===== config.mk =====
export PLATFORM = sky130hd
export DESIGN_NAME = parity_serial_tx
export DESIGN_NICKNAME = d
export VERILOG_FILES = /design/src/rtl/parity_serial_tx.sv
export SDC_FILE = /design/constraint.sdc
export NUM_CORES = 1
export LEC_CHECK = 0
export ABC_AREA = 1
export CAP_MARGIN = 20
export CORE_MARGIN = 1
export CORE_UTILIZATION = 45
export CTS_BUF_LIST = sky130_fd_sc_hd__clkbuf_16
export DETAILED_ROUTE_END_ITERATION = 16
export PLACE_DENSITY = 0.72
export SYNTH_ARGS = -nofsm -noshare
export SYNTH_HDL_FRONTEND = slang
export SYNTH_SLANG_ARGS = --single-unit

===== constraint.sdc =====
create_clock -name clk -period 1.6 [get_ports clk]
set_input_delay 0.32 -clock clk [delete_from_list [all_inputs] [get_ports clk]]
set_output_delay 0.32 -clock clk [all_outputs]
set_load 0.05 [all_outputs]

===== src/rtl/parity_serial_tx.sv =====
// Serial transmitter: start bit, 8 data bits LSB first, parity bit, stop bit.
// Each bit lasts CLKS_PER_BIT clocks, and all outputs come straight from flops.
module parity_serial_tx #(
  parameter int unsigned CLKS_PER_BIT = 4
) (
  input  logic       clk,
  input  logic       rst_n,
  input  logic [7:0] data,
  input  logic       even_odd,
  input  logic       valid,
  output logic       ready,
  output logic       tx,
  output logic       busy,
  output logic       done
);

  localparam int unsigned CNT_W = (CLKS_PER_BIT > 1) ? $clog2(CLKS_PER_BIT) : 1;
  localparam logic [CNT_W-1:0] CNT_LAST = CNT_W'(CLKS_PER_BIT - 1);

  typedef enum logic [2:0] {
    S_IDLE,
    S_START,
    S_DATA,
    S_PARITY,
    S_STOP
  } state_e;

  state_e           state_q, state_d;
  logic [CNT_W-1:0] cnt_q, cnt_d;
  logic [2:0]       bit_idx_q, bit_idx_d;
  logic [7:0]       data_q, data_d;
  logic             parity_q, parity_d;
  logic             tx_q, tx_d;
  logic             ready_q, ready_d;
  logic             busy_q, busy_d;
  logic             done_q, done_d;
  logic             accept_c;
  logic             bit_end_c;

  // ready_q is high only in IDLE, so this also implies the FSM is idle.
  assign accept_c  = valid & ready_q;
  assign bit_end_c = (cnt_q == CNT_LAST);

  always_ff @(posedge clk) begin
    if (!rst_n) begin
      state_q <= S_IDLE;
    end else begin
      state_q <= state_d;
    end
  end

  always_comb begin
    state_d = state_q;
    unique case (state_q)
      S_IDLE:   if (accept_c)                          state_d = S_START;
      S_START:  if (bit_end_c)                         state_d = S_DATA;
      S_DATA:   if (bit_end_c && bit_idx_q == 3'd7)    state_d = S_PARITY;
      S_PARITY: if (bit_end_c)                         state_d = S_STOP;
      S_STOP:   if (bit_end_c)                         state_d = S_IDLE;
      default:                                         state_d = S_IDLE;
    endcase
  end

  // Bit-period counter, bit index and the byte latched on accept.
  always_comb begin
    cnt_d     = (state_q == S_IDLE || bit_end_c) ? '0 : cnt_q + CNT_W'(1);
    bit_idx_d = bit_idx_q;
    data_d    = data_q;
    parity_d  = parity_q;
    if (state_q == S_DATA && bit_end_c) begin
      bit_idx_d = bit_idx_q + 3'd1;
    end
    if (accept_c) begin
      data_d   = data;
      parity_d = even_odd ? ~(^data) : ^data;
    end
  end

  // The outputs are decoded from the next state, so each one is registered
  // and matches the state it describes.
  always_comb begin
    tx_d    = 1'b1;
    ready_d = 1'b0;
    busy_d  = 1'b1;
    done_d  = (state_q == S_STOP) && bit_end_c;
    unique case (state_d)
      S_IDLE: begin
        ready_d = 1'b1;
        busy_d  = 1'b0;
      end
      S_START:  tx_d = 1'b0;
      S_DATA:   tx_d = data_q[bit_idx_d];
      S_PARITY: tx_d = parity_q;
      S_STOP:   tx_d = 1'b1;
      default:  tx_d = 1'b1;
    endcase
  end

  always_ff @(posedge clk) begin
    if (!rst_n) begin
      cnt_q     <= '0;
      bit_idx_q <= '0;
      data_q    <= '0;
      parity_q  <= 1'b0;
      tx_q      <= 1'b1;
      ready_q   <= 1'b1;
      busy_q    <= 1'b0;
      done_q    <= 1'b0;
    end else begin
      cnt_q     <= cnt_d;
      bit_idx_q <= bit_idx_d;
      data_q    <= data_d;
      parity_q  <= parity_d;
      tx_q      <= tx_d;
      ready_q   <= ready_d;
      busy_q    <= busy_d;
      done_q    <= done_d;
    end
  end

  assign tx    = tx_q;
  assign ready = ready_q;
  assign busy  = busy_q;
  assign done  = done_q;

endmodule

==> impl_metrics.csv, run 1 <==
group,metric,value,unit
run_status,status,"completed",
clock_tree,clock_sinks,21,
sta,fin_crit_sh,0.914,
route,totalWireLength,1920,um
clock_tree,clk_pin_slew,0.05,ns
flow_run,drv_cap,0,
setup_path,required,1.74,ns
logic_synthesis,synth_edf_count,0,
logic_synthesis,ys_ff_latch,21,
logic_synthesis,synth-main-ff-cell,"dfxtp_1",
setup_path,critPathArrivalTime,1.60,ns
power,p_leak,0.567,nW
final_layout,final_area,1330,um2
final_layout,syn2layout_area_growth,31.2,%
power,power-per-cell-area,992,nW/um2
floorplanning,io_pins,16,
setup_path,critPathCaptureType,"flip-flop",
global_route,track_usage,0.184,
min_path,hold-path-endpoint,"cnt_q[0]",
final_layout,drive_above_1_share,0.196,
route,antenna_left,0,
final_layout,fin_nets,174,
min_path,min-delay-start,"cnt_q[0]",
sta,rsz0062_at_grt,"false",
sta,fin_crit,1.46,ns
min_path,hold_path_class,"reg2reg",
global_route,overflow,0,
final_layout,final_cell_mix,"nor2_1, dfxtp_1, nand3_1",
route,drtPass1Iterations,4,
floorplanning,die_x,49.4,um
floorplanning,core,2040,um2
floorplanning,initial_core_util,0.494,
clock_tree,numCtsBuffers,3,
clock_tree,clk_path_buf_depth,2,
logic_synthesis,ys_types,22,
placed_design,dpl.hpwl,1510,um
global_route,antenna_found_initial,0,
sta,drv_slew,0,
sta,setup_viol,0,
placed_design,place_congestion,0.826,
final_layout,regArea,423,um2
route,avgRoutedWirePerCell,10.4,um
global_route,grt_pass1_wl,3450,um
logic_synthesis,synth_area_per_cell,7.37,um2
placed_design,portBuffers,15,
sta,slew_headroom,0.592,
min_path,holdPathStages,1,
setup_path,r2r_end,"tx",
setup_path,path_max_fanout,5,
logic_synthesis,async_flop_share,0,
final_layout,multi_input_area,559,um2
route,drt_iter0_markers,28,
floorplanning,rows,16,
clock_tree,cts_tree,"yes",
global_route,grt_pass1_vias,874,
clock_tree,hold_buffers,0,
logic_synthesis,synth_top_area_frac,0.416,
route,vias_per_cell,4.94,
sta,hold_ws,0.426,ns
clock_tree,post_cts_resized,0,
clock_tree,post_cts_buffers,0,
logic_synthesis,syn_nets,152,
global_route,grt_max_degree,13,
power,vdd_drop_max,0.000729,V
floorplanning,die_h,49.4,um
setup_path,critPathLaunchType,"flip-flop",
setup_path,worst_r2r_path_depth,12,
route,vias,914,
sta,clock_skew,0.00112,ns
logic_synthesis,netlist_instances,137,
clock_tree,root_buffer,"clkbuf_16",
power,p_total,1.32,mW
setup_path,r2r_start,"cnt_q[1]",
logic_synthesis,synth_top_area_cell,"dfxtp_1",
logic_synthesis,synth.area.top_cells,"dfxtp_1, nand3_1, nor2_1",
final_layout,mostFrequentLayoutCell,"nor2_1",
final_layout,diodes,0,
clock_tree,h-tree-depth,1,
placed_design,placed_area,1210,um2
logic_synthesis,ys_warn_count,0,
logic_synthesis,netlist_area,1010,um2
setup_path,r2r_slack,0.14,ns
sta,max_clock_freq,684,MHz
logic_synthesis,yosysSeqAreaShare,0.416,
clock_tree,clock_latency,0.25,ns
sta,setup_tns,0,ns
route,drc,0,
sta,worstMarginPinSlew,0.602,ns
final_layout,nFillCells,182,
floorplanning,die-area,2440,um2
sta,hold_violations,0,
setup_path,critPathKind,"reg2reg",
## cell usage after synthesis (2+ instances only)
master,n
inv_1,11
nor2_2,3
nand2_1,18
inv_2,4
nor3_1,3
dfxtp_1,21
nand3b_1,2
xnor2_1,5
nor2_1,25
a21oi_1,4
o21ai_0,9
nand3_1,20
ha_1,3
## how the worst max path moves through the flow
stage,from,slack [ns],to
3_5_place_dp,data[0],-0.08,parity_q
2_1_floorplan,ready,0.1,tx
6_report,cnt_q[1],0.14,tx
3_3_place_gp,data[0],-0.003,parity_q
5_1_grt,bit_idx_q[0],0.01,tx
4_1_cts,cnt_q[0],0.03,tx
## power breakdown
group,internal [mW],switching (mW)
clock network,0.335,0.183
logic,0.0975,0.120
registers,0.559,0.0204
## registers in the layout, indices dropped and copies added (netlist names)
| register | cells |
|---|---|
| ready | 1 |
| parity_q | 1 |
| done | 1 |
| busy | 1 |
| tx | 1 |
| data_q | 8 |
| cnt_q | 2 |
| state_q | 3 |
| bit_idx_q | 3 |
## per-layer routing
metal  up-vias  wire length (um)  global-route usage
li1        489                 -                   -
met1       388               889               0.214
met2        32               887               0.311
met3         5                92              0.0312
met4         0                46               0.119
met5         -                 0                   0
## worst max-delay path, stage by stage, from the launching register on
cell and delay [ns]:
dfxtp_2 0.34, ha_4 0.16, inv_4 0.06, nor2_8 0.14, nand2_4 0.08, nand2_1 0.08, nand2_2 0.07, inv_2 0.06
nand3_1 0.08, nand3_1 0.09, nand2_1 0.07, nand2_1 0.05, nand3_1 0.06
## cell families after synthesis
| logic type | after synthesis | share of synthesized area |
|---|---|---|
| simple gates | 76 | 0.362 |
| fa+ha+maj | 3 | 0.0372 |
| flops | 21 | 0.416 |
| xor+xnor | 5 | 0.0434 |
| buf+inv | 17 | 0.0632 |
| compound gates | 15 | 0.0781 |
## per-stage QoR
step	std cells	setup slack, ns	util
2_1_floorplan	137	0.0956	-
3_3_place_gp	181	-0.00264	0.591
3_5_place_dp	181	-0.0788	0.591
4_1_cts	185	0.0265	0.630
5_1_grt	185	0.00985	0.649
6_report	185	0.137	0.649
## area by class of cell
type	instances	share of cell area
well taps	27	0.0255
repair buffers	19	0.128
flip-flops and latches	21	0.319
clock inverters	1	0.00378
multi-input cells	99	0.422
inverters	15	0.0444
clock buffers	3	0.0567
No activity file was read; power rests on OpenSTA's default activity.
==> inputs of run 2 (changes only) <==
CORE_UTILIZATION = 51   (was 45)
CTS_CLUSTER_DIAMETER = 30   (was unset)
PLACE_DENSITY = 0.79   (was 0.72)
==> impl_metrics.csv, run 2 (synthesis gave the netlist of run 1 again) <==
group,metric,value,unit
sta,max_clock_freq,662,MHz
clock_tree,numCtsBuffers,3,
setup_path,r2r_end,"busy",
route,avgRoutedWirePerCell,10.3,um
sta,hold_ws,0.424,ns
global_route,grt_max_degree,12,
clock_tree,cts_tree,"yes",
final_layout,fin_nets,175,
floorplanning,initial_core_util,0.566,
power,p_total,1.30,mW
sta,hold_violations,0,
clock_tree,clk_path_buf_depth,2,
route,vias,952,
final_layout,largest_register_ffs,8,
setup_path,critPathLaunchType,"flip-flop",
final_layout,drive_above_1_share,0.220,
route,vias_per_cell,5.17,
clock_tree,clk_pin_slew,0.05,ns
global_route,grt_pass1_wl,3220,um
setup_path,worst_r2r_path_depth,10,
floorplanning,die_x,46.5,um
floorplanning,die-area,2160,um2
power,vdd_drop_max,0.000731,V
min_path,holdPathStages,1,
setup_path,r2r_slack,0.09,ns
setup_path,cp_common_cell,"nor2_2",
final_layout,final_cell_mix,"nor2_1, nand3_1, dfxtp_1",
placed_design,dpl.hpwl,1400,um
flow_run,drv_cap,0,
floorplanning,io_pins,16,
setup_path,critPathCaptureType,"flip-flop",
route,drc,0,
setup_path,critPathKind,"reg2reg",
sta,fin_crit_sh,0.944,
clock_tree,clock_sinks,21,
clock_tree,root_buffer,"clkbuf_16",
clock_tree,h-tree-depth,1,
sta,setup_viol,0,
final_layout,largestRegisters,"data_q: 8 flops, bit_idx_q: 3 flops, state_q: 3 flops",
setup_path,crit_chain,"ha_4, inv_4, nor2_8, buf_4, nand3_1, o311ai_1, nor2_2, nor2_2, nor2_2, inv_2",
final_layout,diodes,0,
sta,worstMarginPinSlew,0.620,ns
sta,clock_skew,0.00228,ns
min_path,hold-path-endpoint,"cnt_q[0]",
route,antenna_left,0,
global_route,track_usage,0.212,
route,drt_iter0_markers,9,
sta,setup_tns,0,ns
final_layout,top_register,"data_q",
power,power-per-cell-area,971,nW/um2
final_layout,nFillCells,131,
floorplanning,die_h,46.5,um
setup_path,slowest_delay,0.33,ns
route,totalWireLength,1900,um
min_path,hold_path_class,"reg2reg",
min_path,min-delay-start,"cnt_q[0]",
floorplanning,core,1780,um2
setup_path,required,1.75,ns
sta,slew_headroom,0.580,
setup_path,critPathArrivalTime,1.66,ns
setup_path,path_max_fanout,5,
global_route,grt_pass1_vias,813,
floorplanning,rows,15,
sta,drv_slew,0,
final_layout,syn2layout_area_growth,32.5,%
placed_design,place_congestion,0.895,
run_status,status,"completed",
power,p_leak,0.575,nW
final_layout,mostFrequentLayoutCell,"nor2_1",
placed_design,portBuffers,15,
sta,fin_crit,1.51,ns
global_route,antenna_found_initial,0,
setup_path,r2r_start,"cnt_q[0]",
route,drtPass1Iterations,5,
setup_path,crit_slowest_cell,"dfxtp_2",
clock_tree,clock_latency,0.25,ns
global_route,overflow,0,
## run 2: cell count changes in the layout (fill, tap and decap cells not counted), sizes merged
| cell | previous run | this run |
|---|---|---|
| buf | 8 | 9 |
| clkinv | 1 | 0 |
| inv | 15 | 16 |
## run 2: power breakdown
group | internal, mW | leakage, nW | total [mW] | switching [mW]
registers | 0.559 | 0.174 | 0.579 | 0.0196
logic | 0.0929 | 0.359 | 0.210 | 0.117
clock network | 0.333 | 0.0423 | 0.510 | 0.178
total | 0.984 | 0.575 | 1.30 | 0.314
## run 2: routing by layer
| metal | vias up | GRT usage | part of all wire |
|---|---|---|---|
| met2 | 32 | 0.331 | 0.48 |
| li1 | 493 | - | - |
| met4 | 0 | 0.118 | 0.015 |
| met1 | 423 | 0.270 | 0.45 |
| met5 | - | 0 | 0 |
| met3 | 4 | 0.0392 | 0.051 |
## run 2: how the worst max path moves through the flow
stage	start	end	slack [ns]
after floorplan	ready	tx	0.1
after global placement	data[0]	parity_q	-0.0007
after detailed placement	data[1]	parity_q	-0.03
after CTS	cnt_q[0]	tx	0.03
after global routing	cnt_q[1]	tx	-0.005
final	cnt_q[0]	busy	0.09
## run 2: cell type report
class	instances	area (um2)	share of cell area
multi-input combinational	99	567	0.424
sequential	21	424	0.317
timing repair buffer	20	178	0.133
clock buffer	3	75.1	0.0561
inverter	15	58.8	0.0440
tap	25	31.3	0.0234
clock inverter	1	3.75	0.00281
## run 2: metrics by stage
stage	setup slack, ns	std cells	cell area (um2)	utilization
after floorplan	0.0956	137	1010	-
after global placement	-0.000729	178	1200	0.671
after detailed placement	-0.0321	178	1200	0.671
after CTS	0.0318	182	1280	0.719
after global routing	-0.00536	184	1340	0.750
final	0.0903	184	1340	0.750
## run 2: what timing repair did
item,CTS,global route
gates resized for setup,2,12
setup endpoints to repair,1,1
hold buffers,0,0
pin swaps,0,4
buffers inserted,0,2
gates cloned,0,0
## run 2: worst max-delay path: cells and delay by family, from the launching register on
kind,cells,cell delay (ns)
AND/OR/NAND/NOR,5,0.44
AO/OA/AOI/OAI,1,0.19
flip-flops,1,0.33
buffers and inverters,3,0.26
adder cells (fa/ha/maj),1,0.17
==> inputs of run 3 (changes only) <==
CORE_UTILIZATION = 60   (was 51)
DONT_BUFFER_PORTS = 1   (was unset)
==> impl_metrics.csv, run 3 (synthesis gave the netlist of run 1 again) <==
group,metric,value,unit
clock_tree,clock_latency,0.25,ns
sta,drv_slew,0,
floorplanning,rows,14,
route,drc,0,
sta,hold_ws,0.181,ns
global_route,grt_pass1_wl,3450,um
final_layout,final_cell_mix,"nor2_1, nand3_1, nand2_1, dfxtp_1, inv_1",
clock_tree,root_buffer,"clkbuf_16",
power,power-per-cell-area,1090,nW/um2
setup_path,crit_family,"simple AND/OR/NAND/NOR gates",
clock_tree,numCtsBuffers,3,
sta,hold_violations,0,
sta,worstMarginPinSlew,0.507,ns
setup_path,worst_r2r_path_depth,12,
setup_path,crit_slowest_cell,"dfxtp_2",
clock_tree,h-tree-depth,1,
placed_design,placed_area,1050,um2
route,drtPass1Iterations,4,
final_layout,largestRegisters,"data_q: 8 flops, bit_idx_q: 3 flops, state_q: 3 flops",
sta,rsz0062_at_grt,"false",
final_layout,syn2layout_area_growth,14.5,%
placed_design,place_congestion,0.941,
power,clkPwrFrac,0.404,
min_path,hold_path_class,"in2reg",
placed_design,portBuffers,0,
setup_path,crit_chain,"ha_4, inv_2, nor2_8, nand2_4, nand2_1, nand2_1, inv_2, nand3_1, nand3_1, nand2_1, nand2_1, nand3_1",
final_layout,mostFrequentLayoutCell,"nor2_1",
floorplanning,core,1540,um2
power,seqPwrFrac,0.474,
power,vdd_drop_max,0.000673,V
setup_path,required,1.73,ns
final_layout,final_area,1160,um2
final_layout,drive_above_1_share,0.169,
sta,setup_viol,0,
clock_tree,post_cts_buffers,0,
power,p_int,0.955,mW
floorplanning,die-area,1850,um2
route,antenna_left,0,
floorplanning,die_x,43.0,um
route,vias,888,
placed_design,dpl.hpwl,1510,um
power,switching_share,0.245,
clock_tree,clock_sinks,21,
final_layout,diodes,0,
global_route,overflow,0,
route,avgRoutedWirePerCell,12.6,um
setup_path,critPathCaptureType,"flip-flop",
sta,clock_skew,0.00385,ns
sta,max_clock_freq,659,MHz
min_path,holdPathStages,2,
setup_path,cp.depth,12,
clock_tree,clk_pin_slew,0.06,ns
route,vias_per_cell,5.62,
final_layout,top_register,"data_q",
global_route,antenna_found_initial,0,
floorplanning,io_pins,16,
sta,slew_headroom,0.662,
power,p_leak,0.503,nW
route,drt_iter0_markers,24,
global_route,grt_pass1_vias,856,
setup_path,cp_common_cell,"nand2_1",
global_route,grt_max_degree,12,
setup_path,path_max_fanout,5,
floorplanning,die_h,43.0,um
final_layout,nFillCells,120,
run_status,status,"completed",
setup_path,critPathArrivalTime,1.65,ns
clock_tree,hold_buffers,0,
clock_tree,cts_tree,"yes",
final_layout,multi_input_area,554,um2
setup_path,slowest_delay,0.35,ns
setup_path,crit_buf_inv,2,
setup_path,critPathLaunchType,"flip-flop",
flow_run,drv_cap,0,
setup_path,r2r_slack,0.08,ns
route,totalWireLength,1990,um
clock_tree,post_cts_resized,0,
final_layout,largest_register_ffs,8,
final_layout,regArea,424,um2
power,combPwrFrac,0.122,
clock_tree,clk_path_buf_depth,2,
floorplanning,initial_core_util,0.655,
sta,fin_crit,1.52,ns
sta,fin_crit_sh,0.948,
power,p_switching,0.310,mW
sta,setup_tns,0,ns
final_layout,fin_nets,158,
global_route,track_usage,0.243,
setup_path,critPathKind,"reg2reg",
## run 3: power groups by stage
stage	sequential, mW	combinational [mW]	clock (mW)
final	0.600	0.154	0.511
after global routing	0.603	0.177	0.536
after CTS	0.598	0.157	0.517
after detailed placement	0.609	0.155	0
after global placement	0.609	0.147	0
after floorplan	0.613	0.109	0
## run 3: through the flow
stage / std cells / total power, mW / utilization / worst slack (ns)
after floorplan: 137 / 0.722 / - / 0.0956
after global placement: 155 / 0.756 / 0.683 / 0.125
after detailed placement: 155 / 0.764 / 0.683 / 0.0192
after CTS: 159 / 1.27 / 0.734 / 0.0154
after global routing: 158 / 1.32 / 0.750 / 0.00955
final: 158 / 1.26 / 0.750 / 0.0827
## run 3: path summary, 6_finish.rpt
kind | startpoint | to
setup reg to reg | cnt_q[0] | tx
hold / removal | rst_n | state_q[0]
hold reg to reg | cnt_q[0] | cnt_q[0]
setup / recovery | cnt_q[0] | tx
## run 3: metal layers
metal | global-route usage | up-vias | part of all wire | wire length (um)
li1 | - | 455 | - | -
met1 | 0.301 | 405 | 0.47 | 926
met3 | 0.0638 | 4 | 0.055 | 110
met5 | 0 | - | 0 | 0
met4 | 0.0909 | 0 | 0.0091 | 18
met2 | 0.403 | 24 | 0.47 | 932
## run 3: layout make-up
class | count | area share
Tap cell | 16 | 0.0173
Inverter | 15 | 0.0487
Multi-Input combinational cell | 99 | 0.479
Timing Repair Buffer | 3 | 0.0195
Clock inverter | 1 | 0.00325
Sequential cell | 21 | 0.367
Clock buffer | 3 | 0.0649
## run 3: worst reg2reg max path, cell delays in order (launching register included)
cell and delay [ns]:
dfxtp_2 0.35, ha_4 0.15, inv_2 0.08, nor2_8 0.13, nand2_4 0.08, nand2_1 0.08, nand2_1 0.09, inv_2 0.09
nand3_1 0.09, nand3_1 0.09, nand2_1 0.06, nand2_1 0.05, nand3_1 0.06
